File: src/rtl/if_stage_hazard_if.sv
// Instruction-memory fetch handshake bundle for if_stage_hazard.
// The fetch stage is the master (issues req/addr); the memory is the slave
// (answers with ready/rdata in the same cycle it accepts a request).
interface if_stage_hazard_if;
    logic        imem_req;
    logic [31:0] imem_addr;
    logic        imem_ready;
    logic [31:0] imem_rdata;

    modport master (
        output imem_req,
        output imem_addr,
        input  imem_ready,
        input  imem_rdata
    );

    modport slave (
        input  imem_req,
        input  imem_addr,
        output imem_ready,
        output imem_rdata
    );
endinterface

File: src/rtl/if_stage_hazard.sv
// Instruction-fetch stage with IF/ID pipeline register and load-use hazard
// detector. Owns the PC, handshakes with instruction memory, holds or flushes
// the fetched instruction and raises 'bubble' toward the ID/EX register when
// a load in EX feeds the instruction sitting in ID.
// Optional macro IF_PERF_EN adds saturating stall/flush cycle counters.
module if_stage_hazard #(
    parameter logic [31:0] RESET_PC = 32'h0000_0000,
    parameter int          PC_STEP  = 4
) (
    input  logic        clk,
    input  logic        reset,
    if_stage_hazard_if.master imem,
    input  logic        branch_taken,
    input  logic [31:0] branch_target,
    input  logic        ex_MemToReg,
    input  logic [4:0]  ex_Rt_a,
    output logic [31:0] pc,
    output logic [31:0] ifid_instr,
    output logic [31:0] ifid_pc4,
    output logic        ifid_valid,
`ifdef IF_PERF_EN
    output logic [31:0] stall_cnt,
    output logic [31:0] flush_cnt,
`endif
    output logic        bubble
);

    localparam logic [31:0] STEP = 32'(PC_STEP);

    typedef enum logic [1:0] {
        BOOT    = 2'd0,
        FETCH   = 2'd1,
        DISCARD = 2'd2
    } state_t;

    state_t      state;
    state_t      state_next;
    logic        hazard;
    logic        req;
    logic [31:0] addr;
    logic [31:0] stale_addr;

    assign hazard = ifid_valid && ex_MemToReg && (ex_Rt_a != 5'd0) &&
                    ((ex_Rt_a == ifid_instr[25:21]) || (ex_Rt_a == ifid_instr[20:16]));
    assign bubble = hazard && !branch_taken;

    assign imem.imem_req  = req;
    assign imem.imem_addr = addr;

    // Advance the fetch FSM; reset abandons any outstanding request.
    always_ff @(posedge clk or negedge reset) begin
        if (!reset) begin
            state <= BOOT;
        end else begin
            state <= state_next;
        end
    end

    // Next-state and handshake outputs; a redirect with a request still
    // unanswered must wait out that stale response in DISCARD.
    always_comb begin
        state_next = state;
        req        = 1'b0;
        addr       = pc;
        case (state)
            BOOT: begin
                state_next = FETCH;
            end
            FETCH: begin
                req = !hazard;
                if (branch_taken && req && !imem.imem_ready) begin
                    state_next = DISCARD;
                end
            end
            DISCARD: begin
                req  = 1'b1;
                addr = stale_addr;
                if (imem.imem_ready) begin
                    state_next = FETCH;
                end
            end
            default: begin
                state_next = BOOT;
            end
        endcase
    end

    // Remember the address whose response must be dropped after a redirect.
    always_ff @(posedge clk or negedge reset) begin
        if (!reset) begin
            stale_addr <= 32'h0;
        end else if (state == FETCH && state_next == DISCARD) begin
            stale_addr <= pc;
        end
    end

    // PC and IF/ID register: redirect beats hazard stall beats normal fetch.
    always_ff @(posedge clk or negedge reset) begin
        if (!reset) begin
            pc         <= RESET_PC;
            ifid_instr <= 32'h0;
            ifid_pc4   <= 32'h0;
            ifid_valid <= 1'b0;
        end else if (branch_taken) begin
            pc         <= branch_target;
            ifid_instr <= 32'h0;
            ifid_valid <= 1'b0;
        end else if (!hazard) begin
            case (state)
                FETCH: begin
                    if (imem.imem_ready) begin
                        ifid_instr <= imem.imem_rdata;
                        ifid_pc4   <= pc + STEP;
                        ifid_valid <= 1'b1;
                        pc         <= pc + STEP;
                    end else begin
                        ifid_instr <= 32'h0;
                        ifid_valid <= 1'b0;
                    end
                end
                DISCARD: begin
                    ifid_instr <= 32'h0;
                    ifid_valid <= 1'b0;
                end
                default: begin
                end
            endcase
        end
    end

`ifdef IF_PERF_EN
    // Saturating counts of stall cycles and redirect cycles.
    always_ff @(posedge clk or negedge reset) begin
        if (!reset) begin
            stall_cnt <= 32'h0;
            flush_cnt <= 32'h0;
        end else begin
            if (bubble && stall_cnt != 32'hFFFF_FFFF) begin
                stall_cnt <= stall_cnt + 32'd1;
            end
            if (branch_taken && flush_cnt != 32'hFFFF_FFFF) begin
                flush_cnt <= flush_cnt + 32'd1;
            end
        end
    end
`endif

endmodule

File: src/flat_wrapper.sv
// flat-port wrapper written by rule: the top's interface ports become plain ports
module if_stage_hazard_flat 
#(
    parameter logic [31:0] RESET_PC = 32'h0000_0000,
    parameter int          PC_STEP  = 4
)
  (clk, reset, branch_taken, branch_target, ex_MemToReg, ex_Rt_a, pc, ifid_instr, ifid_pc4, ifid_valid, bubble, imem_imem_req, imem_imem_addr, imem_imem_ready, imem_imem_rdata);
  if_stage_hazard_if imem_i ();
  input  logic clk;
  input  logic reset;
  input  logic branch_taken;
  input  logic [31:0] branch_target;
  input  logic ex_MemToReg;
  input  logic [4:0] ex_Rt_a;
  output logic [31:0] pc;
  output logic [31:0] ifid_instr;
  output logic [31:0] ifid_pc4;
  output logic ifid_valid;
  output logic bubble;
  output wire logic [$bits(imem_i.imem_req)-1:0] imem_imem_req;
  output wire logic [$bits(imem_i.imem_addr)-1:0] imem_imem_addr;
  input wire logic [$bits(imem_i.imem_ready)-1:0] imem_imem_ready;
  input wire logic [$bits(imem_i.imem_rdata)-1:0] imem_imem_rdata;
  assign imem_imem_req = imem_i.imem_req;
  assign imem_imem_addr = imem_i.imem_addr;
  assign imem_i.imem_ready = imem_imem_ready;
  assign imem_i.imem_rdata = imem_imem_rdata;
  if_stage_hazard #(.RESET_PC(RESET_PC), .PC_STEP(PC_STEP)) u_core (.clk(clk), .reset(reset), .imem(imem_i), .branch_taken(branch_taken), .branch_target(branch_target), .ex_MemToReg(ex_MemToReg), .ex_Rt_a(ex_Rt_a), .pc(pc), .ifid_instr(ifid_instr), .ifid_pc4(ifid_pc4), .ifid_valid(ifid_valid), .bubble(bubble));
endmodule
File: config.mk
export PLATFORM = sky130hd
export DESIGN_NAME = if_stage_hazard_flat
export DESIGN_NICKNAME = d
export VERILOG_FILES = /design/src/rtl/if_stage_hazard_if.sv /design/src/rtl/if_stage_hazard.sv /design/src/flat_wrapper.sv
export SDC_FILE = /design/constraint.sdc
export NUM_CORES = 1
export LEC_CHECK = 0
export CAP_MARGIN = 40
export CORE_ASPECT_RATIO = 0.7
export CORE_MARGIN = 2
export CORE_UTILIZATION = 45
export DETAILED_ROUTE_END_ITERATION = 12
export GPL_TIMING_DRIVEN = 0
export PLACE_DENSITY = 0.78
export SLEW_MARGIN = 30
export SYNTH_ARGS = -nofsm -noshare
export SYNTH_HDL_FRONTEND = slang
export SYNTH_SLANG_ARGS = --single-unit
File: constraint.sdc
create_clock -name clk -period 2.8 [get_ports clk]
set_input_delay 0.56 -clock clk [delete_from_list [all_inputs] [get_ports clk]]
set_output_delay 0.56 -clock clk [all_outputs]
set_load 0.05 [all_outputs]
Word level (Yosys, flattened, before mapping):

Index checks and enable logic that the tools add are counted.

* output and inout port bits: 131
* register bits: 131
* word-level logic and storage cells: 51
* bits of input ports: 74

* add/sub/neg operators: 1
* bitwise operators: 2
* mux-type cells: 17
* equal/unequal tests: 6
* reduce and logical (&&, ||, !) cells: 19

Operators with widths (count)
* $mux 32: 8
* $pmux 32 s2: 1
* $add 32x3->32 const B: 1
* $eq 5x5->1: 2
* $logic_and 1x1->1: 7
* $pmux 2 s3: 1
* $reduce_bool 5->1: 1
* $eq 2x2->1 const B: 2
* $mux 2: 2
* $pmux 1 s2: 2
* $reduce_and 4->1: 1
* $reduce_bool 2->1: 2
* $logic_not 1->1: 3
* $mux 1: 3
* $reduce_and 3->1: 1
* $reduce_bool 3->1: 1
* $eq 2x1->1 const B: 1
* $logic_not 2->1: 1
* $ne 2x2->1 const B: 1
* $not 1->1: 2
* $reduce_and 2->1: 1
* $logic_or 1x1->1: 1

Depth between registers and ports, before layout:

* word-level depth: 10
* depth in mapped cells: 9
* gate-level depth less buffers: 7

Worst setup path before layout:

Ideal clock, no wire load.

* path kind: in2out
* start point: input port ex_Rt_a[0]
* end point: output port imem_imem_req
* required time: 2.240 ns
* stages: 6
* path slack: -0.089 ns
* buffers on the path: 2
* arrival: 2.329 ns
* path through: or4_1 > o211a_1 > buf_6 > buf_2 > a21boi_0 > o21a_1

* longest elaborated chain between the ends: 5
* elaborated cells on any way between the ends: 8
* classes of those cells: eq/ne: 2; mux: 1; reduce/logical: 5

RTL lines
* start, declared: line flat_wrapper.sv:14 `input logic [4:0] ex_Rt_a;`
* $eq 5x5->1 / $reduce_bool 5->1 (equally long branches): line if_stage_hazard.sv:44, if_stage_hazard.sv:43
* $logic_or 1x1->1 / $logic_and 1x1->1 (equally long branches): line if_stage_hazard.sv:44, if_stage_hazard.sv:43
* $logic_and 1x1->1 (*): line if_stage_hazard.sv:43 `assign hazard = ifid_valid && ex_MemToReg && (ex_Rt_a != 5'd0) &&`
* $logic_not 1->1 (*): line if_stage_hazard.sv:70 `req = !hazard;`
* $pmux 1 s2 (*): line if_stage_hazard.sv:65 `case (state)`
* end, declared: line flat_wrapper.sv:20 `output wire logic [$bits(imem_i.imem_req)-1:0] imem_imem_req;`

Mark *: on every way between the ends. The rest lies on a longest branch, timed or not.

Worst setup path after layout:

* start point: input port ex_Rt_a[2]
* end point: output port imem_imem_req

The elaborated chain is that of the path after synthesis.

==> impl_metrics.env <==
export IMPL_synth_most_common_cell="dfrtp_1"
export IMPL_synth_top_area_cell="dfrtp_1"
export IMPL_grt_pass1_vias=5757
export IMPL_finalSetupViolations=0
export IMPL_pre_cts_slack_ns=-1.548
export IMPL_ir_drop_v=0.0008368
export IMPL_n_fill_cell=1070
export IMPL_status="finished, final reports clean"
export IMPL_rsz0062_at_grt="yes"
export IMPL_synth_area_per_cell_sq_um=11.19
export IMPL_fin_area_sq_um=9644
export IMPL_drv_slew=0
export IMPL_vias_per_cell=5.469
export IMPL_numCtsBuffers=17
export IMPL_power_density_nw_per_um2=1065
export IMPL_ys_types=49
export IMPL_maxSlewHeadroom_pct=56.59
export IMPL_track_usage_pct=26.11
export IMPL_syn_cell_area_sq_um=6568
export IMPL_worstPathRequired_ns=2.24
export IMPL_fin_util_pct=68.41
export IMPL_synth_edff_count=0
export IMPL_min_path_type="in -> async"
export IMPL_ctsLongestPathBuffers=2
export IMPL_hold_viol_final=0
export IMPL_coreArea_sq_um=14100
export IMPL_yosys_warnings=0
export IMPL_endpoint_kind="primary output"
export IMPL_drt_total_wl_mm=19.91
export IMPL_gp_routability_congestion=0.8409
export IMPL_finalCritPeriodShare_pct=98.70
export IMPL_synth_xor_area_share_pct=8.668
export IMPL_cp_arrival_ns=2.20
export IMPL_period_needed_ns=2.764
export IMPL_fp_row_count=36
export IMPL_grt_overflow=0
export IMPL_synth_area_top_cells="dfrtp_1 (50%), mux2_2 (12%), xnor2_1 (6.0%)"
export IMPL_cap_violations=0
export IMPL_synth_area_mux_share_pct=12.84
export IMPL_root_buffer="clkbuf_16"
export IMPL_ys_seq_area_share_pct=49.91
export IMPL_total_power_mw=10.27
export IMPL_tns_ns=0
export IMPL_dp_hpwl_mm=14.26
export IMPL_boundaryPins=205
export IMPL_drive_gt1_share_pct=24.88
export IMPL_dieArea_sq_um=15590
export IMPL_nets=906
export IMPL_drt_initial_drc_count=400
export IMPL_synth_top_family_by_area="compound AO/OA/AOI/OAI gates"
export IMPL_async_flop_share_pct=100.0
export IMPL_yosys_register_bits=131
export IMPL_synth_main_ff_cell="dfrtp_1"
export IMPL_synth_simple_gate_area_share_pct=8.840
export IMPL_path_max_fanout=10
export IMPL_worstSetupStartpointType="input port"
export IMPL_die_height_microns=105.1
export IMPL_drc=0
export IMPL_syn_to_final_growth_pct=46.85
export IMPL_wire_per_inst_microns=19.33
export IMPL_initial_core_util_pct=46.58
export IMPL_clk_latency_ns=0.41
export IMPL_drt_pass1_iterations=5
export IMPL_synth_top_area_share_pct=49.91
export IMPL_p_leak_nw=3.958
export IMPL_synth_nets=666
export IMPL_grt_max_degree=81
export IMPL_postPlaceCellArea_sq_um=8874
export IMPL_vias=5633
export IMPL_fin_skew_ns=0.009183
export IMPL_antennaDiodeCount=0
export IMPL_postRouteAntennaNets=0
export IMPL_crit_type="in -> out"
export IMPL_grt_pass1_wl_mm=31.71
export IMPL_cts_clk_slew_worst_paths_ns=0.06
export IMPL_cts_htree_levels=4
export IMPL_fmax_mhz=361.8
export IMPL_rr_worst_depth=8
export IMPL_layout_setup_ws_ns=0.03631
export IMPL_die_x_microns=148.4
export IMPL_synth_commonest_cells="dfrtp_1 (131), mux2_2 (70), xnor2_1 (45)"
export IMPL_cts_tree="yes"
export IMPL_clock_sinks=131
export IMPL_portBuffers=203
export IMPL_worst_slew_pin_slew_ns=0.6512
export IMPL_synthAdderAreaFrac_pct=0.9526
export IMPL_netlist_instances=587
export IMPL_synth_compound_area_share_pct=14.75
export IMPL_antenna_found_initial=0
layout make-up:
cell class	instances	area [sq um]	share of cell area (%)
sequential	131	3278	33.99
multi-input combinational	401	3095	32.10
timing repair buffer	223	2112	21.90
clock buffer	21	470.5	4.878
buffer	48	282.8	2.932
tap	190	237.7	2.465
clock inverter	11	148.9	1.544
inverter	5	18.77	0.1946
power by group:
part           internal [mW]  switching, mW
clock network           1.48          0.865
registers               2.50          0.429
logic                   1.85           3.14
total                   5.83           4.44
through the flow:
step                      std cells  hold WS (ns)
after global placement          980        0.4624
after global routing           1030       0.07290
after detailed placement        981        0.4752
after CTS                      1030       0.06102
final                          1030       0.05319
after floorplan                 587        0.2644
critical path, stage by stage:
cell	delay, ns
buf_2	0.13
or4_4	0.54
o211a_4	0.26
buf_8	0.13
buf_8	0.14
a21boi_4	0.14
o21a_2	0.16
buf_8	0.15
timing repair:
item	in CTS	in global routing
setup buffers	18	1
hold buffers	0	0
pin swaps	6	3
gates resized for setup	136	42
setup endpoints to repair	126	34
endpoints found under the hold margin	0	0
sequential cells by signal, summed over array words and instances, names as in the netlist:
signal             flops
u_core.ifid_instr     32
u_core.ifid_pc4       32
u_core.pc             32
u_core.stale_addr     32
u_core.state           2
u_core.ifid_valid      1
cells by family (layout without fill, tap and decap cells):
group                      after synthesis  in the layout
adders and majority gates                5              5
DFF                                    131            131
buffers and inverters                   55            308
muxes                                   75             75
AOI/OAI and AO/OA                      129            129
xor gates and xnor gates                65             65
and+or+nand+nor                        127            127
routing by layer:
metal | part of all wire, % | GRT usage, % | wire length (microns) | up-vias
li1 | - | - | - | 2559
met5 | 0 | 0 | 0 | -
met3 | 7.9 | 7.031 | 1569 | 35
met2 | 45 | 38.86 | 8963 | 245
met4 | 2.0 | 8.163 | 401 | 0
met1 | 45 | 37.20 | 8975 | 2794
worst paths after layout:
path,from,to,slack (ns)
worst max-delay path,ex_Rt_a[2],imem_imem_req,0.04
worst min-delay path,reset,u_core.stale_addr[23],0.05
worst max register to register,u_core.state[0],u_core.stale_addr[18],0.19
worst min register to register,u_core.stale_addr[2],u_core.stale_addr[2],0.49
max in group asynchronous,reset,u_core.stale_addr[8],2.01
min in group clk,u_core.stale_addr[2],u_core.stale_addr[2],0.49
placed cells by master (no fill, tap or decap), types with 17 or more instances in the layout:
cell type	count
nand2_1	40
xor2_1	20
dfrtp_1	131
nor2_1	42
xnor2_1	45
a22o_1	32
buf_4	24
clkbuf_1	19
o21ai_1	19
buf_2	34
a211oi_1	17
clkdlybuf4s50_1	163
mux2_2	70
a21oi_1	33
clkbuf_16	17
No activity file was read; power rests on OpenSTA's default activity.
